## src/rtl/block_stream_writer_if.sv

```systemverilog
// Command and character-stream channels of block_stream_writer.
// The DUT takes the slave modport; a command source / character sink takes master.
interface block_stream_writer_if;
  logic       cmd_valid;
  logic       cmd_ready;
  logic [1:0] cmd_op;
  logic [7:0] cmd_char;
  logic [3:0] cmd_len;
  logic [7:0] out_char;
  logic       out_valid;
  logic       out_ready;

  modport slave (
    input  cmd_valid, cmd_op, cmd_char, cmd_len, out_ready,
    output cmd_ready, out_char, out_valid
  );

  modport master (
    output cmd_valid, cmd_op, cmd_char, cmd_len, out_ready,
    input  cmd_ready, out_char, out_valid
  );
endinterface

```

## src/rtl/block_stream_writer.sv

```systemverilog
// Turns BEGIN/END/WORD commands into a well-nested ASCII token stream, one char per beat.
// Optional macro BLOCK_STREAM_WRITER_CLOSE_ALL_EN enables op 11 (emit "end " until depth 0).
module block_stream_writer #(
  parameter int DEPTH_W = 8,
  parameter bit UPPER   = 1'b0
) (
  input  logic               clk,
  input  logic               reset,
  block_stream_writer_if.slave bus,
  output logic               err,
  output logic [DEPTH_W-1:0] depth,
  output logic               balanced
);

  typedef enum logic [1:0] {IDLE, EMIT, SEP} state_t;
  typedef enum logic [1:0] {TK_BEGIN, TK_END, TK_WORD} tok_t;

  localparam logic [DEPTH_W-1:0] DEPTH_MAX = '1;

  state_t             state_q, state_d;
  tok_t               tok_q, tok_d;
  logic [DEPTH_W-1:0] depth_q, depth_d;
  logic [3:0]         idx_q, idx_d;
  logic [3:0]         len_q, len_d;
  logic [7:0]         char_q, char_d;
  logic               err_q, err_d;
`ifdef BLOCK_STREAM_WRITER_CLOSE_ALL_EN
  logic               clall_q, clall_d;
`endif

  function automatic logic [7:0] kw_case(input logic [7:0] c);
    return UPPER ? (c - 8'h20) : c;
  endfunction

  function automatic logic [7:0] tok_char(input tok_t t, input logic [3:0] i,
                                          input logic [7:0] w);
    logic [7:0] c;
    c = w;
    case (t)
      TK_BEGIN: begin
        case (i)
          4'd0:    c = kw_case(8'h62);
          4'd1:    c = kw_case(8'h65);
          4'd2:    c = kw_case(8'h67);
          4'd3:    c = kw_case(8'h69);
          default: c = kw_case(8'h6e);
        endcase
      end
      TK_END: begin
        case (i)
          4'd0:    c = kw_case(8'h65);
          4'd1:    c = kw_case(8'h6e);
          default: c = kw_case(8'h64);
        endcase
      end
      default: c = w;
    endcase
    return c;
  endfunction

  function automatic logic is_letter(input logic [7:0] c);
    return ((c >= 8'h41) && (c <= 8'h5a)) || ((c >= 8'h61) && (c <= 8'h7a));
  endfunction

  always_ff @(posedge clk or posedge reset) begin
    if (reset) begin
      state_q <= IDLE;
      tok_q   <= TK_BEGIN;
      depth_q <= '0;
      idx_q   <= '0;
      len_q   <= '0;
      char_q  <= '0;
      err_q   <= 1'b0;
`ifdef BLOCK_STREAM_WRITER_CLOSE_ALL_EN
      clall_q <= 1'b0;
`endif
    end else begin
      state_q <= state_d;
      tok_q   <= tok_d;
      depth_q <= depth_d;
      idx_q   <= idx_d;
      len_q   <= len_d;
      char_q  <= char_d;
      err_q   <= err_d;
`ifdef BLOCK_STREAM_WRITER_CLOSE_ALL_EN
      clall_q <= clall_d;
`endif
    end
  end

  always_comb begin
    state_d = state_q;
    tok_d   = tok_q;
    depth_d = depth_q;
    idx_d   = idx_q;
    len_d   = len_q;
    char_d  = char_q;
    err_d   = 1'b0;
`ifdef BLOCK_STREAM_WRITER_CLOSE_ALL_EN
    clall_d = clall_q;
`endif
    case (state_q)
      IDLE: begin
        if (bus.cmd_valid) begin
          // Depth moves on the accept edge so the counter always reflects committed tokens.
          case (bus.cmd_op)
            2'b00: begin
              if (depth_q != DEPTH_MAX) begin
                depth_d = depth_q + DEPTH_W'(1);
                tok_d   = TK_BEGIN;
                len_d   = 4'd5;
                idx_d   = 4'd0;
                state_d = EMIT;
              end else begin
                err_d = 1'b1;
              end
            end
            2'b01: begin
              if (depth_q != '0) begin
                depth_d = depth_q - DEPTH_W'(1);
                tok_d   = TK_END;
                len_d   = 4'd3;
                idx_d   = 4'd0;
                state_d = EMIT;
              end else begin
                err_d = 1'b1;
              end
            end
            2'b10: begin
              if ((bus.cmd_len != 4'd0) && is_letter(bus.cmd_char)) begin
                tok_d   = TK_WORD;
                char_d  = bus.cmd_char;
                len_d   = bus.cmd_len;
                idx_d   = 4'd0;
                state_d = EMIT;
              end else begin
                err_d = 1'b1;
              end
            end
            default: begin
`ifdef BLOCK_STREAM_WRITER_CLOSE_ALL_EN
              if (depth_q != '0) begin
                clall_d = 1'b1;
                tok_d   = TK_END;
                len_d   = 4'd3;
                idx_d   = 4'd0;
                state_d = EMIT;
              end
`else
              err_d = 1'b1;
`endif
            end
          endcase
        end
      end
      EMIT: begin
        if (bus.out_ready) begin
          if (idx_q == len_q - 4'd1) state_d = SEP;
          else                       idx_d   = idx_q + 4'd1;
        end
      end
      default: begin
        if (bus.out_ready) begin
          state_d = IDLE;
`ifdef BLOCK_STREAM_WRITER_CLOSE_ALL_EN
          // Close-all unwinds one level per emitted "end ", counted on its separator beat.
          if (clall_q) begin
            depth_d = depth_q - DEPTH_W'(1);
            if (depth_q == DEPTH_W'(1)) begin
              clall_d = 1'b0;
            end else begin
              idx_d   = 4'd0;
              state_d = EMIT;
            end
          end
`endif
        end
      end
    endcase
  end

  always_comb begin
    bus.cmd_ready = (state_q == IDLE);
    bus.out_valid = (state_q != IDLE);
    case (state_q)
      EMIT:    bus.out_char = tok_char(tok_q, idx_q, char_q);
      SEP:     bus.out_char = 8'h20;
      default: bus.out_char = 8'h00;
    endcase
  end

  assign err      = err_q;
  assign depth    = depth_q;
  assign balanced = (depth_q == '0) && (state_q == IDLE);

endmodule

```

## src/flat_wrapper.sv

```systemverilog
// flat-port wrapper written by rule: the top's interface ports become plain ports
module block_stream_writer_flat 
#(
  parameter int DEPTH_W = 8,
  parameter bit UPPER   = 1'b0
)
  (clk, reset, err, depth, balanced, bus_cmd_valid, bus_cmd_op, bus_cmd_char, bus_cmd_len, bus_out_ready, bus_cmd_ready, bus_out_char, bus_out_valid);
  block_stream_writer_if bus_i ();
  input  logic clk;
  input  logic reset;
  output logic err;
  output logic [DEPTH_W-1:0] depth;
  output logic balanced;
  input wire logic [$bits(bus_i.cmd_valid)-1:0] bus_cmd_valid;
  input wire logic [$bits(bus_i.cmd_op)-1:0] bus_cmd_op;
  input wire logic [$bits(bus_i.cmd_char)-1:0] bus_cmd_char;
  input wire logic [$bits(bus_i.cmd_len)-1:0] bus_cmd_len;
  input wire logic [$bits(bus_i.out_ready)-1:0] bus_out_ready;
  output wire logic [$bits(bus_i.cmd_ready)-1:0] bus_cmd_ready;
  output wire logic [$bits(bus_i.out_char)-1:0] bus_out_char;
  output wire logic [$bits(bus_i.out_valid)-1:0] bus_out_valid;
  assign bus_i.cmd_valid = bus_cmd_valid;
  assign bus_i.cmd_op = bus_cmd_op;
  assign bus_i.cmd_char = bus_cmd_char;
  assign bus_i.cmd_len = bus_cmd_len;
  assign bus_i.out_ready = bus_out_ready;
  assign bus_cmd_ready = bus_i.cmd_ready;
  assign bus_out_char = bus_i.out_char;
  assign bus_out_valid = bus_i.out_valid;
  block_stream_writer #(.DEPTH_W(DEPTH_W), .UPPER(UPPER)) u_core (.clk(clk), .reset(reset), .bus(bus_i), .err(err), .depth(depth), .balanced(balanced));
endmodule
```

## config.mk

```make
export PLATFORM = sky130hd
export DESIGN_NAME = block_stream_writer_flat
export DESIGN_NICKNAME = d
export VERILOG_FILES = /design/src/rtl/block_stream_writer_if.sv /design/src/rtl/block_stream_writer.sv /design/src/flat_wrapper.sv
export SDC_FILE = /design/constraint.sdc
export NUM_CORES = 1
export LEC_CHECK = 0
export CAP_MARGIN = 20
export CORE_ASPECT_RATIO = 1.1
export CORE_UTILIZATION = 53
export DETAILED_ROUTE_END_ITERATION = 7
export PLACE_DENSITY = 0.82
export SLEW_MARGIN = 20
export SYNTH_ARGS = -nofsm -noshare
export SYNTH_HDL_FRONTEND = slang
export SYNTH_SLANG_ARGS = --single-unit
```

## constraint.sdc

```tcl
create_clock -name clk -period 2.3 [get_ports clk]
set_clock_uncertainty 0.2 [all_clocks]
set_input_delay 0.69 -clock clk [delete_from_list [all_inputs] [get_ports clk]]
set_output_delay 0.69 -clock clk [all_outputs]
set_load 0.02 [all_outputs]
```

==> flow_summary.ini, run 1 <==
[run_status]
outcome = did not finish
stop_stage = 5_1_grt
firstError = [ERROR DPL-0038] Utilization greater than 100%, impossible to legalize

[yosys]
synth_most_common_cell = dfrtp_1
syn_area_sq_um = 2140
synth_top_cell_area_share_pct = 34.0
synth_nets = 267
synth.area.top_cells = dfrtp_1 34%, ha_1 11%, o211ai_1 4.6%, inv_1 3.7%, mux2_2 3.7%
yosys_warnings = 0
synth_seq_cells = 29
synth_cell_types = 47
seq_area_frac_synth_pct = 34.0
netlist_top_cells_count = 29 x dfrtp_1, 21 x inv_1, 19 x ha_1, 19 x nand2_1, 14 x nor2_1
synth_edf_count = 0
async_flop_share_pct = 100
synth_top_flop_cell = dfrtp_1
avgSynthCellArea_sq_um = 9.33
yosys.area.top_type = dfrtp_1
synth_cells = 229

[timing]
grt-worst-endpoint = bus_out_char[3]
worstEndpointType = top-level output

[placed_design]
gp_congestion = 0.822
pre_cts_slack_ns = -0.771
post-dp-hpwl_mm = 4.75
portBuffers = 37

[clock_tree]
cts_made_buffers = 5
cts.htree.levels = 2
cts_sinks = 29
clock_path_buffers = 2
clockRootBuffer = clkbuf_8

[floorplan]
num_rows = 23
fp.dieW_microns = 62.5
fp.dieH_microns = 68.6
initial_utilization_pct = 57.1
pin_count = 38

[global_route]
grt_max_degree = 30
## cell families after synthesis
kind of cell,count (synthesis),share of synthesized area (%)
fa+ha+maj,20,12.1
flops,29,34.0
mux,16,8.84
xor+xnor,10,4.74
compound gates,53,18.2
buf+inv,25,4.68
simple gates,76,17.5
## metrics by stage
step	cell area, sq um	utilization, %	hold WS (ns)	instances
after floorplan	2240	-	0.228	229
after global placement	3170	84.6	0.247	380
after detailed placement	3170	84.6	0.285	380
after CTS	3490	93.3	0.302	396
## what timing repair did
action                                  in CTS
gates cloned                                 0
setup buffers                                9
pin swaps                                   22
endpoints found under the setup margin      38
gates resized for setup                    114
hold buffers                                 0
==> run 2, diff against run 1 <==
--- a/config.mk
+++ b/config.mk
@@ -6,10 +6,9 @@
 export NUM_CORES = 1
 export LEC_CHECK = 0
 export CAP_MARGIN = 20
-export CORE_ASPECT_RATIO = 1.1
-export CORE_UTILIZATION = 53
+export CORE_UTILIZATION = 40
 export DETAILED_ROUTE_END_ITERATION = 7
-export PLACE_DENSITY = 0.82
+export PLACE_DENSITY_LB_ADDON = 0.15
 export SLEW_MARGIN = 20
 export SYNTH_ARGS = -nofsm -noshare
 export SYNTH_HDL_FRONTEND = slang
==> run 2 against run 1 <==
  * The flow now finishes, with violations (negative setup slack)
  * Area after synthesis did not move
  * Synthesized cell count did not move
==> flow_summary.ini, run 2 <==
[yosys]
seq_area_frac_synth_pct = 34.0
synth.area.top_cells = dfrtp_1 34%, ha_1 11%, o211ai_1 4.6%, inv_1 3.7%, mux2_2 3.7%
netlist_top_cells_count = 29 x dfrtp_1, 21 x inv_1, 19 x ha_1, 19 x nand2_1, 14 x nor2_1
yosys_warnings = 0
avgSynthCellArea_sq_um = 9.33
synth_seq_cells = 29
yosys.area_share.simple_pct = 17.5
synth_top_family_by_area = compound AO/OA/AOI/OAI gates
syn_area_sq_um = 2140
synth_compound_area_share_pct = 18.2
synth_nets = 267
synth_cells = 229
synth_edf_count = 0
synth_most_common_cell = dfrtp_1
synth_xor_area_share_pct = 4.74
synth_mux_area_share_pct = 8.84
synth_top_cell_area_share_pct = 34.0
yosys.area.top_type = dfrtp_1
synth_cell_types = 47
yosys.area_share.adder_pct = 12.1
synth_top_flop_cell = dfrtp_1
async_flop_share_pct = 100

[finish]
drive_gt1_share_pct = 47.6
final_cell_mix = 76 x buf_4, 27 x dfrtp_1, 17 x nand2_1, 14 x inv_1, 14 x dlymetal6s2s_1
fillers = 404
layout_commonest_cell = buf_4
area_growth_pct = 71.2
antenna_cells = 0
finalNetCount = 388

[clock_tree]
cts_sinks = 29
cts.clk_slew.worst_paths_ns = 0.07
ctsHoldBuffers = 0
cts_tree = done
cts_made_buffers = 5
clock_path_buffers = 2
clkLatencyLatePin_ns = 0.28
cts.htree.levels = 2
clockRootBuffer = clkbuf_8

[setup_path]
path_cells = buf_6 -> ha_4 -> buf_6 -> nor3_2 -> nor3_1 -> o21ai_1 -> mux2i_1 -> nor2_1 -> buf_4
worst-setup-path-type = flip-flop to output port
cp-start-kind = flip-flop
max_stage_delay_ns = 0.45
cp_top_family = flip-flops
arrival_ns = 1.81
cp-end-kind = output port
crit_buf_inv = 3
crit_required_ns = 1.41
cp_common_cell = buf_6
slowest_stage = dfrtp_2
crit_fanout = 4

[routing]
drc = 0
dr.pass1.iters = 4
dr.first_iter.drc_count = 63
routed_wl_mm = 6.14
wire_per_inst_microns = 14.6
routed_via_density = 5.16
vias = 2173
ant_nets = 0

[timing]
finalWorstSetupSlack_ns = -0.401
hold_violations = 0
hold_ws_ns = 0.276
min_period_over_period_pct = 117
finalSetupViolCount = 4
slew-limit-headroom_pct = 63.8
rsz0062_at_grt = yes
tightestPinTransition_ns = 0.537
slew_violations = 0
period_needed_ns = 2.70
clock.fmax_mhz = 370
fin_setup_tns_ns = -1.43

[floorplan]
pin_count = 38
initial_utilization_pct = 41.6
core_area_sq_um = 5140
num_rows = 26
die_area_sq_um = 5640
fp.dieW_microns = 75.1
fp.dieH_microns = 75.1

[pwr]
irDropWorstVdd_v = 0.000723
leakage_nw = 1.82
powerDensity_nw_per_um2 = 1240

[placed_design]
portBuffers = 37
post-dp-hpwl_mm = 4.55
gp_congestion = 0.790
pre_cts_slack_ns = -0.749

[run_status]
outcome = finished with violations
violations = negative setup slack

[job]
maxCapViolations = 0

[worst_hold_path]
hold_class = flip-flop to flip-flop

[global_route]
grt_pass1_wl_mm = 9.72
grt_overflow = 0
grt_max_degree = 30
grt_util_all_layers_pct = 23.7
antenna_found_initial = 0
grt_pass1_vias = 2128
==> run 2: cell type report <==
class	count	area, sq um	share of cell area (%)
multi-input combinational	175	1610	43.9
timing repair buffer	118	1050	28.8
sequential	29	728	19.9
inverter	21	96.3	2.63
tap	70	87.6	2.39
clock buffer	5	68.8	1.88
clock inverter	3	17.5	0.479
==> run 2: worst paths after layout <==
kind                             startpoint           endpoint  slack, ns  depth (start not counted)
max in group asynchronous             reset    u_core.idx_q[0]       1.03                          3
setup / recovery            u_core.idx_q[1]    bus_out_char[3]      -0.40                          9
hold reg to reg            u_core.char_q[6]   u_core.char_q[6]       0.28                          2
hold / removal             u_core.char_q[6]   u_core.char_q[6]       0.28                          2
setup reg to reg            u_core.len_q[0]  u_core.state_q[1]       0.10                          7
min in group asynchronous             reset  u_core.state_q[1]       0.58                          3
==> run 2: metal layers <==
metal / vias up / share of wire (%) / global-route usage, % / routed length [microns]
met1: 1047 / 47 / 31.2 / 2860
met2: 41 / 48 / 38.3 / 2980
met4: 0 / 1.7 / 8.18 / 105
met3: 7 / 3.2 / 5.62 / 199
li1: 1078 / - / - / -
met5: - / 0 / 0 / 0
==> run 2: metrics by stage <==
stage               cell area [sq um]  cells  total power [mW]  utilization, %
global route                     3660    421              4.83            71.2
detailed placement               3240    403              3.68            63.0
CTS                              3460    416              4.37            67.2
global placement                 3240    403              3.64            63.0
floorplan                        2240    229              2.37               -
finish                           3660    421              4.52            71.2
==> run 2: cell families after synthesis <==
family	Yosys count
AO/OA/AOI/OAI	53
XOR/XNOR	10
adder cells (fa/ha/maj)	20
buffers and inverters	25
flip-flops	29
multiplexers	16
AND/OR/NAND/NOR	76
==> run 2: tightest hold or removal path: stages, from the launching register on <==
cell	delay (ns)
dfrtp_1	0.32
inv_1	0.06
o21ai_0	0.06
==> run 2: report_power, final <==
part | internal (mW) | switching (mW)
Clock | 0.208 | 0.209
Sequential | 0.723 | 0.178
Combinational | 1.68 | 1.52
Total | 2.61 | 1.91
==> run 2: what timing repair did <==
| item | 4_1_cts | 5_1_grt |
|---|---|---|
| resized for setup | 91 | 49 |
| endpoints found under the hold margin | 0 | 0 |
| setup endpoints to repair | 38 | 31 |
| pin swaps | 18 | 18 |
| cloned | 0 | 1 |
| setup buffers | 5 | 4 |
Power figures use the tool's default switching activity.
==> run 3, diff against run 2 <==
--- a/config.mk
+++ b/config.mk
@@ -6,8 +6,10 @@
 export NUM_CORES = 1
 export LEC_CHECK = 0
 export CAP_MARGIN = 20
+export CORE_MARGIN = 4
 export CORE_UTILIZATION = 40
 export DETAILED_ROUTE_END_ITERATION = 7
+export MAX_ROUTING_LAYER = met4
 export PLACE_DENSITY_LB_ADDON = 0.15
 export SLEW_MARGIN = 20
 export SYNTH_ARGS = -nofsm -noshare
==> run 3 against run 2 <==
  * The flow still finishes with violations (negative setup slack)
  * Final cell count increased by 1.9%
  * Register-to-register slack worse by 0.03 ns
  * Sequential share of layout area fell by 0.26 points
  * Utilization is 0.95 points higher
  * Global-route usage fell by 2.2 points
  * Non-clock buffer count is 8 higher
  * Die area up 17%
  * Final area up 1.3%
  * Clock power rose by 34%
  * Sequential cell count stayed put
  * Total power increased by 2.4%
  * Largest power group unchanged
  * Highest routed layer unchanged
==> flow_summary.ini, run 3 (same netlist as run 2, synthesis figures left out) <==
[run_status]
outcome = finished with violations
violations = negative setup slack

[floorplan]
num_rows = 26
fp.dieW_microns = 81.1
core_area_sq_um = 5140
initial_utilization_pct = 41.6
die_area_sq_um = 6580
pin_count = 38
fp.dieH_microns = 81.1

[finish]
antenna_cells = 0
stdcell_area_sq_um = 3710
final_util_pct = 72.1
fillers = 397
final_cell_mix = 86 x buf_4, 27 x dfrtp_1, 17 x nand2_1, 13 x o211ai_1
layout_commonest_cell = buf_4
area_growth_pct = 73.5
finalNetCount = 396
instances_no_fill = 429
drive_gt1_share_pct = 50.1

[routing]
routed_via_density = 5.10
wire_per_inst_microns = 14.8
routed_wl_mm = 6.36
dr.first_iter.drc_count = 51
dr.pass1.iters = 4
vias = 2189
ant_nets = 0
drc = 0

[clock_tree]
cts.clk_slew.worst_paths_ns = 0.07
cts_tree = done
cts.htree.levels = 2
clockRootBuffer = clkbuf_8
cts_sinks = 29
clock_path_buffers = 2
cts_made_buffers = 5
clkLatencyLatePin_ns = 0.28

[setup_path]
worstReg2RegEnd = u_core.state_q[1]
rrSetupSlack_ns = 0.07
worst-setup-path-type = flip-flop to output port
arrival_ns = 1.83
cp-endpoint = bus_out_char[3]
crit_fanout = 4
crit_required_ns = 1.41
cp-end-kind = output port
worstRegToRegCells = 7
rr_startpoint = u_core.len_q[0]
startpoint = u_core.idx_q[0]
cp-start-kind = flip-flop

[worst_hold_path]
hold_class = flip-flop to flip-flop
min_path_cells = 2

[timing]
finalSetupViolCount = 5
min_period_over_period_pct = 118
hold_violations = 0
slew-limit-headroom_pct = 71.8
rsz0062_at_grt = yes
slew_violations = 0
hold_ws_ns = 0.300
finalWorstSetupSlack_ns = -0.416
tightestPinTransition_ns = 0.418
fin_setup_tns_ns = -1.48
period_needed_ns = 2.72
clock.fmax_mhz = 368

[global_route]
grt_overflow = 0
grt_pass1_wl_mm = 10.5
grt_pass1_vias = 2219
antenna_found_initial = 0
grt_util_all_layers_pct = 21.5
grt_max_degree = 30

[pwr]
leakage_nw = 1.83
powerDensity_nw_per_um2 = 1250
irDropWorstVdd_v = 0.000846

[job]
maxCapViolations = 0

[placed_design]
post-dp-hpwl_mm = 4.60
gp_congestion = 0.820
portBuffers = 37
detailed_place.area_sq_um = 3240
place_inst = 407
## run 3: timing repair
action,in CTS,in global routing
hold buffers,0,0
cloned,0,1
pin swaps,22,30
resized for setup,86,54
buffers inserted,7,7
endpoints found under the setup margin,35,35
## run 3: report_power, final
group	switching, mW	total (mW)	internal (mW)
registers	0.169	0.893	0.724
logic	1.51	3.18	1.67
clock network	0.205	0.558	0.353
## run 3: critical path: stages, from the launching register on
cell	delay, ns
dfrtp_2	0.44
buf_6	0.13
ha_4	0.15
buf_6	0.12
nor3_2	0.13
nor3_1	0.06
o21ai_1	0.14
mux2i_1	0.09
nor2_1	0.11
buf_4	0.16
## run 3: worst min-delay path by stage
stage	start	endpoint	slack, ns
after floorplan	u_core.char_q[6]	u_core.char_q[6]	0.23
after global placement	u_core.char_q[6]	u_core.char_q[6]	0.27
after detailed placement	u_core.char_q[6]	u_core.char_q[6]	0.27
after CTS	u_core.char_q[6]	u_core.char_q[6]	0.30
after global routing	u_core.char_q[6]	u_core.char_q[6]	0.31
final	u_core.char_q[6]	u_core.char_q[6]	0.30
## run 3: final cells by class
type | instances | area [sq um] | area share [%]
Timing Repair Buffer | 126 | 1070 | 29.0
Tap cell | 70 | 87.6 | 2.36
Multi-Input combinational cell | 175 | 1610 | 43.4
Inverter | 21 | 93.8 | 2.53
Sequential cell | 29 | 728 | 19.6
Clock buffer | 7 | 86.3 | 2.33
Clock inverter | 1 | 30.0 | 0.810
## run 3: stage by stage
stage | setup slack (ns) | total power, mW
after CTS | -0.450 | 4.45
after global placement | -0.699 | 3.68
after global routing | -0.541 | 5.00
after floorplan | -0.118 | 2.37
final | -0.416 | 4.63
after detailed placement | -0.742 | 3.71
## run 3: per-layer routing
layer	wire [microns]	global-route usage, %	up-vias
met4	131	6.76	0
met2	3000	34.2	41
met5	0	-	-
met1	3030	28.1	1040
met3	207	3.66	12
li1	-	-	1096
==> run 4, diff against run 3 <==
--- a/config.mk
+++ b/config.mk
@@ -15,3 +15,4 @@
 export SYNTH_ARGS = -nofsm -noshare
 export SYNTH_HDL_FRONTEND = slang
 export SYNTH_SLANG_ARGS = --single-unit
+export TNS_END_PERCENT = 100
==> results of run 4 <==
The final DEF is identical to that of run 3; final timing and power are the same.
==> RTL edit, RTL diff (config.mk and constraints of run 4) <==
The option `BLOCK_STREAM_WRITER_CLOSE_ALL_EN` is turned on by a define.
--- a/src/rtl/block_stream_writer.sv
+++ b/src/rtl/block_stream_writer.sv
@@ -1,5 +1,7 @@
 // Turns BEGIN/END/WORD commands into a well-nested ASCII token stream, one char per beat.
 // Optional macro BLOCK_STREAM_WRITER_CLOSE_ALL_EN enables op 11 (emit "end " until depth 0).
+`define BLOCK_STREAM_WRITER_CLOSE_ALL_EN
+
 module block_stream_writer #(
   parameter int DEPTH_W = 8,
   parameter bit UPPER   = 1'b0
Check against the original RTL: not equivalent (Yosys sat finds a counterexample within 4 cycles, from zero or initial values and one cycle with reset high).
==> RTL edit against run 4 <==
- largest power group unchanged
- design area down 12%
- combinational power down 15%
- area after synthesis down 6.6%
- routed wire length down 6.8%
- setup slack worse by 18 ps
- total power down 13%
- the run still ends with setup timing left
- register-to-register slack worse by 50 ps
- sequential cell count up 1
==> RTL edit: results (changes against run 4) <==
metric	value	unit	change
outcome	finished, violations left		
violations	setup timing		
post-cts-setup-buffers	12		+5
synthTopCellsByCount	30 x dfrtp_1, 27 x nand2_1, 19 x inv_1, 15 x a21oi_1, 15 x nor2_1		
rrSetupSlack	20	ps	-50 ps
hpwl	4237	um	-8.0%
wl_met2	2824	um	-5.8%
synth_compound_area_frac	0.1987		+0.01666
internal_power	0.002265	W	-18%
drt-met1-wl	2707	um	-11%
grt_max_degree	31		+3.3%
slew_headroom	0.7285		+0.01062
synthesis.nets	249		-6.7%
grt_util_met2	0.3192		-0.02236
wl_met3	332	um	+60%
drv_slew	0		unchanged
r2r_end	u_core.state_q[0]		
dpl_worst_slack	-613.1	ps	+129.0 ps
crit_start	u_core.idx_q[1]		
arrival	1840	ps	
synthTopCellsByArea	dfrtp_1 38%, ha_1 7.5%, nand2_1 5.1%		
first_iter_violations	114		+120%
p_leak	1.502	nW	-18%
vdd_ir_drop_max	0.7235	mV	-15%
worstReg2RegStart	u_core.depth[5]		
grt_pass1_vias	2018		-9.1%
synthMuxAreaShare	0.02821		-0.06019
ctsResizeCount	110		+28%
finalSetupTns	-2159	ps	-675.6 ps
via_per_inst	5.194		+1.8%
setup_slack	-434.0	ps	-18.48 ps
place.gp.congestion	0.8724		+6.4%
min_path_cells	1		-1
post_dp_cell_area	2854	um^2	-12%
seq_area_frac_synth	0.3762		+0.03660
fin_nets	349		-12%
drive_above_1_share	0.4625		-0.03889
synth_xor_area_frac	0.06144		+0.01402
totalWireLength	5928	um	-6.8%
dp.cells	370		-9.1%
holdWs	264.3	ps	-36.00 ps
grtUsageMet3	0.03784		+0.001259
grt_usage	0.2073		-0.008162
setup_viol	8		+3
fmax	365.8	MHz	-0.68%
critPathTopFamily	simple AND/OR/NAND/NOR gates		
syn_avg_cell_area	9.113	um^2	-2.4%
r2r_cells	10		+3
yosys.area_share.adder	0.07524		-0.04537
final_cells	387		-9.8%
synthDistinctLibCells	53		+13%
use_met1	0.2823		+0.001056
grt_pass1_wl	9749	um	-6.9%
## RTL edit: cell types whose count changed in the layout (fill, tap and decap cells not counted), sizes merged, moves of 5 or more
cell	run 4	this run
buf	99	74
o211ai	14	1
a21oi	5	15
nand2	19	27
xnor2	3	11
ha	19	12
nor3	9	2
dlymetal6s2s	12	6
mux2	11	5
nand3	12	6
and3	5	0
mux2i	5	0
## RTL edit: power by group through the flow
stage,sequential (W),combinational (W),clock (W)
final,0.000910,0.00269,0.000430
after global routing,0.000941,0.00291,0.000483
after CTS,0.000902,0.00254,0.000446
after floorplan,0.000988,0.00120,0
after detailed placement,0.000895,0.00228,0
after global placement,0.000890,0.00226,0
## RTL edit: layout make-up
cell class | instances | share of cell area
Inverter | 19 | 0.02274
Sequential cell | 30 | 0.2328
Multi-Input combinational cell | 163 | 0.4283
Timing Repair Buffer | 100 | 0.2621
Clock inverter | 1 | 0.001542
Clock buffer | 7 | 0.02660
Tap cell | 67 | 0.02583
